===== src/rtl/board_pkg.sv =====
// Shared constants, FSM state type and LFSR tap rule for the board fill sequencer.
package board_pkg;

    localparam int COLS   = 20;
    localparam int ROWS   = 15;
    localparam int CELLS  = COLS * ROWS;
    localparam int ADDR_W = 9;

    typedef enum logic [1:0] {
        IDLE,
        FILL,
        RUN
    } state_t;

    // Right shift with the new MSB taken from bits 4,3,2.
    function automatic logic [7:0] lfsr_next(input logic [7:0] l);
        return {l[4] ^ l[3] ^ l[2], l[7:1]};
    endfunction

endpackage


===== src/rtl/board_lfsr.sv =====
// 8-bit tile-value LFSR: loads SEED on reset and steps only when adv is high.
module board_lfsr
    import board_pkg::*;
#(
    parameter logic [7:0] SEED = 8'h1C
) (
    input  logic       clk,
    input  logic       rst,
    input  logic       adv,
    output logic [7:0] lfsr
);

    always_ff @(posedge clk) begin
        if (rst)
            lfsr <= SEED;
        else if (adv)
            lfsr <= lfsr_next(lfsr);
    end

endmodule


===== src/rtl/board_fill_ctrl.sv =====
// Single writer of the board tile RAM: random sweep on start, then cursor clicks.
// Optional BOARD_FILL_NO_EMPTY_EN maps zero fill values to 1.
module board_fill_ctrl
    import board_pkg::*;
#(
    parameter int          COLS   = 20,
    parameter int          ROWS   = 15,
    parameter int          DATA_W = 4,
    parameter logic [7:0]  SEED   = 8'h1C
) (
    input  logic              clk,
    input  logic              rst,
    input  logic              start,
    input  logic [4:0]        cell_x,
    input  logic [4:0]        cell_y,
    input  logic              click,
    input  logic [DATA_W-1:0] click_data,
    output logic              we,
    output logic [ADDR_W-1:0] waddr,
    output logic [DATA_W-1:0] wdata,
    output logic              busy,
    output logic              done,
    output logic              click_ack,
    output logic              click_drop
);

    localparam logic [ADDR_W-1:0] NCELLS = ADDR_W'(COLS * ROWS);

    state_t              state;
    logic [ADDR_W-1:0]   count;
    logic [7:0]          lfsr;
    logic                pend_vld;
    logic [ADDR_W-1:0]   pend_addr;
    logic [DATA_W-1:0]   pend_data;

    logic                click_ok;
    logic [ADDR_W-1:0]   click_addr;
    logic                fill_go;
    logic                lfsr_adv;
    logic                buf_phase;
    logic [DATA_W-1:0]   fill_val;

    assign click_ok   = click && (ADDR_W'(cell_x) < ADDR_W'(COLS))
                             && (ADDR_W'(cell_y) < ADDR_W'(ROWS));
    assign click_addr = ADDR_W'(cell_y) * ADDR_W'(COLS) + ADDR_W'(cell_x);
    assign fill_go    = (state == FILL) && (count < NCELLS);
    assign lfsr_adv   = start || fill_go;
    // Clicks seen while a sweep write is being issued go through the one-entry buffer.
    assign buf_phase  = start || fill_go;

`ifdef BOARD_FILL_NO_EMPTY_EN
    assign fill_val = (lfsr[DATA_W-1:0] == '0) ? DATA_W'(1) : lfsr[DATA_W-1:0];
`else
    assign fill_val = lfsr[DATA_W-1:0];
`endif

    board_lfsr #(.SEED(SEED)) u_lfsr (
        .clk  (clk),
        .rst  (rst),
        .adv  (lfsr_adv),
        .lfsr (lfsr)
    );

    always_ff @(posedge clk) begin
        if (rst) begin
            state      <= IDLE;
            count      <= '0;
            we         <= 1'b0;
            waddr      <= '0;
            wdata      <= '0;
            busy       <= 1'b0;
            done       <= 1'b0;
            click_ack  <= 1'b0;
            click_drop <= 1'b0;
            pend_vld   <= 1'b0;
            pend_addr  <= '0;
            pend_data  <= '0;
        end else begin
            we         <= 1'b0;
            done       <= 1'b0;
            click_ack  <= 1'b0;
            click_drop <= 1'b0;

            if (start) begin
                state <= FILL;
                busy  <= 1'b1;
                we    <= 1'b1;
                waddr <= '0;
                wdata <= fill_val;
                count <= ADDR_W'(1);
            end else begin
                case (state)
                    IDLE: begin
                        if (click)
                            click_drop <= 1'b1;
                    end
                    FILL: begin
                        if (fill_go) begin
                            we    <= 1'b1;
                            waddr <= count;
                            wdata <= fill_val;
                            count <= count + 1'b1;
                        end else begin
                            // Done cycle: flush the buffered click, else take a fresh one.
                            state <= RUN;
                            busy  <= 1'b0;
                            done  <= 1'b1;
                            count <= '0;
                            if (pend_vld) begin
                                we        <= 1'b1;
                                waddr     <= pend_addr;
                                wdata     <= pend_data;
                                click_ack <= 1'b1;
                                pend_vld  <= 1'b0;
                                if (click)
                                    click_drop <= 1'b1;
                            end else if (click_ok) begin
                                we        <= 1'b1;
                                waddr     <= click_addr;
                                wdata     <= click_data;
                                click_ack <= 1'b1;
                            end else if (click) begin
                                click_drop <= 1'b1;
                            end
                        end
                    end
                    RUN: begin
                        if (click_ok) begin
                            we        <= 1'b1;
                            waddr     <= click_addr;
                            wdata     <= click_data;
                            click_ack <= 1'b1;
                        end else if (click) begin
                            click_drop <= 1'b1;
                        end
                    end
                    default: state <= IDLE;
                endcase
            end

            if (buf_phase && click) begin
                if (click_ok && !pend_vld) begin
                    pend_vld  <= 1'b1;
                    pend_addr <= click_addr;
                    pend_data <= click_data;
                end else begin
                    click_drop <= 1'b1;
                end
            end
        end
    end

endmodule


===== config.mk =====
export PLATFORM = sky130hd
export DESIGN_NAME = board_fill_ctrl
export DESIGN_NICKNAME = d
export VERILOG_FILES = /design/src/rtl/board_pkg.sv /design/src/rtl/board_lfsr.sv /design/src/rtl/board_fill_ctrl.sv
export SDC_FILE = /design/constraint.sdc
export NUM_CORES = 1
export LEC_CHECK = 0
export CORE_MARGIN = 2
export CORE_UTILIZATION = 45
export CTS_CLUSTER_DIAMETER = 200
export DETAILED_ROUTE_END_ITERATION = 8
export HOLD_SLACK_MARGIN = 0.06
export PLACE_DENSITY = 0.73
export SLEW_MARGIN = 10
export SYNTH_ARGS = -nofsm -noshare
export SYNTH_HDL_FRONTEND = slang
export SYNTH_SLANG_ARGS = --single-unit

===== constraint.sdc =====
create_clock -name clk -period 5.1 [get_ports clk]
set_clock_uncertainty 0.15 [all_clocks]
set_input_delay 1.02 -clock clk [delete_from_list [all_inputs] [get_ports clk]]
set_output_delay 1.02 -clock clk [all_outputs]
set_load 0.02 [all_outputs]

After elaboration in Yosys (flattened, before gate mapping)
Index checks and enable logic that the tools add are counted.

Register bits after elaboration: 51. Input port bits: 18. Output and inout port bits: 18. Word-level logic and storage cells: 88.

Add/sub/neg operators: 2. Multiply operators: 1. $lt $le $gt $ge: 3. Eq/ne operators: 6. Mux-type cells: 39. Bitwise logic cells: 4. Reductions and logical operators: 18.

Operators by type and width (number): $mux W9 (4); $mux W1 (24); $pmux W9 S2 (1); $mux W4 (4); $add A9 B1 Y9 const B (1); $add A9 B5 Y9 (1); $lt A9 B9 Y1 const B (1); $pmux W4 S2 (1); $reduce_and A2 Y1 (4); $mul A5 B3 Y7 const B (1); $logic_and A1 B1 Y1 (5); $lt A5 B4 Y1 const B (1); $lt A5 B5 Y1 const B (1); $ne A2 B2 Y1 const B (2); $pmux W1 S2 (2); $pmux W2 S2 (1); $reduce_bool A2 Y1 (2); $reduce_or A2 Y1 (2); $ne A3 B3 Y1 const B (1); $pmux W1 S3 (1); $reduce_bool A3 Y1 (1); $reduce_or A3 Y1 (1); $eq A2 B1 Y1 const B (1); $eq A2 B2 Y1 const B (1); 7 further kinds (9).

Logic depth before layout (Yosys ltp)
Word-level depth: 10. Depth in mapped cells: 8. Mapped depth without buffers: 8.

Modules after synthesis
A second synthesis with hierarchy kept.

Cell total of the unflattened synthesis: 343. Area total of the unflattened synthesis: 2899.0 µm².

Modules (own cells, without submodules): board_fill_ctrl (instances 1, cells an instance 316, area an instance 2586.2 µm², seq. area each 860.8 µm²); board_lfsr (instances 1, cells an instance 27, area an instance 312.8 µm², seq. area each 160.2 µm²).

Worst setup path before layout
OpenSTA, ideal clock, no wires.

Kind: input to register. Start: in cell_y[1]. End: reg waddr[8]. Library setup time: 0.121 ns. Arrival time: 2.801 ns. Required time: 4.829 ns. Slack: 2.028 ns. Cell stages on the path: 8. Path buffers: 0. Cells stage by stage: ha_1 > ha_1 > fa_1 > nand2_1 > a211oi_1 > xnor3_1 > o221ai_1 > a21oi_1.

Longest elaborated chain between the ends: 6. Elaborated cells between the ends (all ways): 8. Those cells by class: 1 x add/sub; 1 x mul; 1 x order compare; 4 x mux; 1 x reduce/logical.

RTL lines: from (decl) (line board_fill_ctrl.sv:15) `input logic [4:0] cell_y,`; $mul A5 B3 Y7 or $lt A5 B4 Y1 (tied branches) (line board_fill_ctrl.sv:45, board_fill_ctrl.sv:44); $add A9 B5 Y9 or $logic_and A1 B1 Y1 (tied branches) (line board_fill_ctrl.sv:45, board_fill_ctrl.sv:44); $mux W9 * (line board_fill_ctrl.sv:117, board_fill_ctrl.sv:128); $mux W9 (line board_fill_ctrl.sv:109) `if (pend_vld) begin`; $mux W9 (line board_fill_ctrl.sv:98) `if (fill_go) begin`; $pmux W9 S2 * (line board_fill_ctrl.sv:92) `case (state)`; to (signal assigned) (line board_fill_ctrl.sv:100) `waddr <= count;`; to (signal assigned) (line board_fill_ctrl.sv:111) `waddr <= pend_addr;`; to (signal assigned) (line board_fill_ctrl.sv:119) `waddr <= click_addr;`; to (decl) (line board_fill_ctrl.sv:19) `output logic [ADDR_W-1:0] waddr,`.

Every way passes the cells marked *; elsewhere a longest branch is shown, timed or not. A chain may end at the register's enable or synchronous reset.

Worst setup path in the final report
Ends and elaborated chain as after synthesis.

==> impl_results.md <==
- EDFF count, synth: 0
- Core Area: 6310 um2
- CP Cell Sequence: clkdlybuf4s50_1 -> ha_1 -> ha_1 -> fa_1 -> nand2_1 -> a211oi_1 -> xnor3_1 -> o221ai_1 -> a21oi_1
- TritonCTS clock tree: yes
- Status: complete, no violations
- Distinct cell type count after synthesis: between 60 and 70
- Slew HR: a little under a third
- Largest area contributor in the netlist: dfxtp_1
- Cell area after layout: 3410 um2
- Htree depth: 2
- Setup crit start kind: primary input
- Std cell rows: 29
- Worst Hold Class: reg2reg
- Port Buffers: 35
- CP endpoint: waddr[8]
- Top FF cell, synth: dfxtp_1
- Setup ws final: approximately 1.7 ns
- Fillers: approximately 600
- Initial Util: between 40% and 50%
- Lkg Pwr: 0.00128 uW
- Via Count: 2645
- GP Congestion: slightly above 0.8
- Final number of max-transition violations: 0
- Hold Path Stages: 2
- TritonCTS Buffers: 5
- Initial antenna violation count: 0
- Die W: 84.5 um
- First-pass GRT wire length: 12700 um
- Post-synthesis register bit count: 51
- RSZ-0062 raised after global routing: no
- CP max stage delay: 0.53 ns
- Sequential share of the synthesized area: 35.0%
- CTS Hold Bufs: 0
- Flop-to-flop setup slack: 2.32 ns
- PwrDens: 270 nW/um2
- Post-Place Cell Area: 3310 um2
- Clock sink total: between 50 and 60
- WP data required: 5.16 ns
- Total power: 923 uW
- Clk slew on worst S/H paths: ~0.10 ns
- Longest Clk Path Bufs: 2
- Mapped Cells: 348
- Max frequency: 0.294 GHz
- Clk_lat worst skew: 0.31 ns
- Min-Delay Startpoint: u_lfsr.lfsr[6]
- Top Ports: 36
- Min cycle time layout: roughly 3.4 ns
- Setup TNS: 0 ns
- Worst R2R Path Depth: 7
- Pin count of the biggest net entering global routing: 33
- Final Non-Filler Cells: 454
- Vias per cell: 5.83
- Share of layout cells above drive strength 1: 7.69%
- Final net count: 411
- Synth top area share: 35.0%
- Detail Route Antenna Nets: 0
- Max-cap violations: 0
- DP HPWL: 5370 um
- Crit-path most repeated cell: ha_1
- Placed cell count: 447
- Sequential Area: 1020 um2
- Multi-input gate area: 1770 um2
- Placement Setup Slack: 1.37 ns
- Largest cells by area after synthesis: dfxtp_1, nand2_1, ha_1
- Synth async-reset ratio: 0%
- Layout overhead on the synthesized area: 17.1%
- Critical path peak fanout: 4
- Global route overflow: 0
- Mapped Nets: 382
- Setup repair bufs after CTS: 0
- Antenna cell count: 0
- Clk root buf: clkbuf_8
- Crit path kind: in2reg
- Hold Vio Cnt, Final: 0
- Remaining DRCs: 0
- Detailed Routing Iterations Pass 1: 4
- Worst-Margin Slew: 1.03 ns
- Final WL: 7590 um
- Post-CTS sizing: 0
- Height of the chip: approximately 84 um
- Critical Path End Type: flop
- Die Area: 7140 um2
- Reg-to-reg endpoint: pend_addr[8]
- Setup Viol. Count Final: 0
- Critical Path Source: cell_y[1]
- Worst EP arrival: roughly 3.5 ns
- Crit-path slowest cell: fa_1
- Mapped cell area: 2920 um2
- Routed len/inst: 16.7 um
- FF-to-FF Start: state[1]
- Synthesized area per cell: 8.38 um2
- Vias in the first global route: ~2.6k
- Period utilization: 66.7%
- Initial DRC count: 224
- VDD IR-drop max: between 0.15 and 0.2 mV
- Synth warnings: 0
- GRT Util Overall: 21.8%
==> final cells by class <==
cell class,count,area share (%)
multi-input cells,268,51.8
flip-flops and latches,51,29.9
repair buffers,38,10.9
well taps,77,2.82
clock buffers,5,2.02
inverters,13,1.43
clock inverters,2,1.10
==> worst min-delay path by stage <==
stage / endpoint / slack (ns)
floorplan: pend_addr[2] / 0.28
global placement: u_lfsr.lfsr[5] / 0.29
detailed placement: pend_addr[4] / 0.30
CTS: u_lfsr.lfsr[6] / 0.31
global route: pend_addr[4] / 0.33
finish: u_lfsr.lfsr[6] / 0.31
==> cells by family (layout without fill, tap and decap cells) <==
logic type      count (synthesis)  after routing  share of synthesized area (%)
compound gates                 93             93                           22.7
xor+xnor                       15             15                           4.98
fa+ha+maj                      16             16                           7.38
buf+inv                        29             58                           4.29
flops                          51             51                           35.0
mux                            10             10                           3.61
simple gates                  134            134                           22.0
==> synthesized netlist by cell type (2+ instances only) <==
master	number
nand2_1	55
dfxtp_1	51
a21oi_1	32
nor2_1	28
ha_1	14
inv_1	11
nor3_1	11
clkbuf_1	10
a211oi_1	9
o21ai_0	9
xnor2_1	8
mux2i_1	6
nand4_1	6
xor2_1	6
a31oi_1	5
nand2b_1	5
o21ai_1	5
buf_2	4
mux2_2	4
nand3_1	4
a21o_1	3
and3_1	3
nand3b_1	3
nor3b_1	3
nor4_1	3
a211oi_4	2
a32o_1	2
clkinv_1	2
fa_1	2
nor3_2	2
o2111a_1	2
o221ai_1	2
or2_2	2
==> worst max-delay path: cells and delay by family <==
kind / cells / cell delay (ns)
AO/OA/AOI/OAI: 3 / 0.52
XOR/XNOR: 1 / 0.28
adder cells (fa/ha/maj): 3 / 1.08
buffers and inverters: 1 / 0.48
AND/OR/NAND/NOR: 1 / 0.09
==> where the power goes <==
| group | leakage (uW) | total (uW) | switching [uW] | internal [uW] |
|---|---|---|---|---|
| Sequential | 0.000417 | 436 | 17.9 | 418 |
| Combinational | 0.000817 | 210 | 120 | 90.2 |
| Clock | 0.0000502 | 277 | 133 | 143 |
| Total | 0.00128 | 923 | 271 | 652 |
==> registers in the layout, summed over array words and instances (netlist names) <==
signal,cells
busy,1
click_ack,1
click_drop,1
count,9
done,1
pend_addr,9
pend_data,4
pend_vld,1
state,2
u_lfsr.lfsr,8
waddr,9
wdata,4
we,1
==> stage by stage <==
stage / util, % / hold slack [ns]
finish: 54.1 / 0.308
global route: 54.1 / 0.329
CTS: 54.1 / 0.312
detailed placement: 52.4 / 0.299
global placement: 52.4 / 0.291
floorplan: - / 0.282
==> layout by cell type (no fill, tap or decap), types with 3 or more instances in the layout <==
cell type,netlist,final
dfxtp_1,51,51
nor2_1,28,28
nor4_1,3,3
nand2b_1,5,5
buf_4,1,3
nand3_1,4,4
o21ai_0,9,9
nor3b_1,3,3
inv_1,11,11
xor2_1,6,6
clkdlybuf4s50_1,0,35
a31oi_1,5,5
and3_1,3,3
nand2_1,55,55
ha_1,14,14
a21o_1,3,3
nand3b_1,3,3
xnor2_1,8,8
mux2i_1,6,6
nand4_1,6,6
mux2_2,4,4
a21oi_1,32,32
nor3_1,11,11
a211oi_1,9,9
o21ai_1,5,5
clkbuf_8,0,5
==> per-layer routing <==
| layer | GRT usage (%) | up-vias | wire [um] |
|---|---|---|---|
| met5 | 0 | - | 0 |
| li1 | - | 1297 | - |
| met3 | 3.05 | 14 | 446 |
| met1 | 31.3 | 1259 | 3480 |
| met2 | 34.8 | 75 | 3540 |
| met4 | 5.63 | 0 | 120 |
Power figures use the tool's default switching activity.
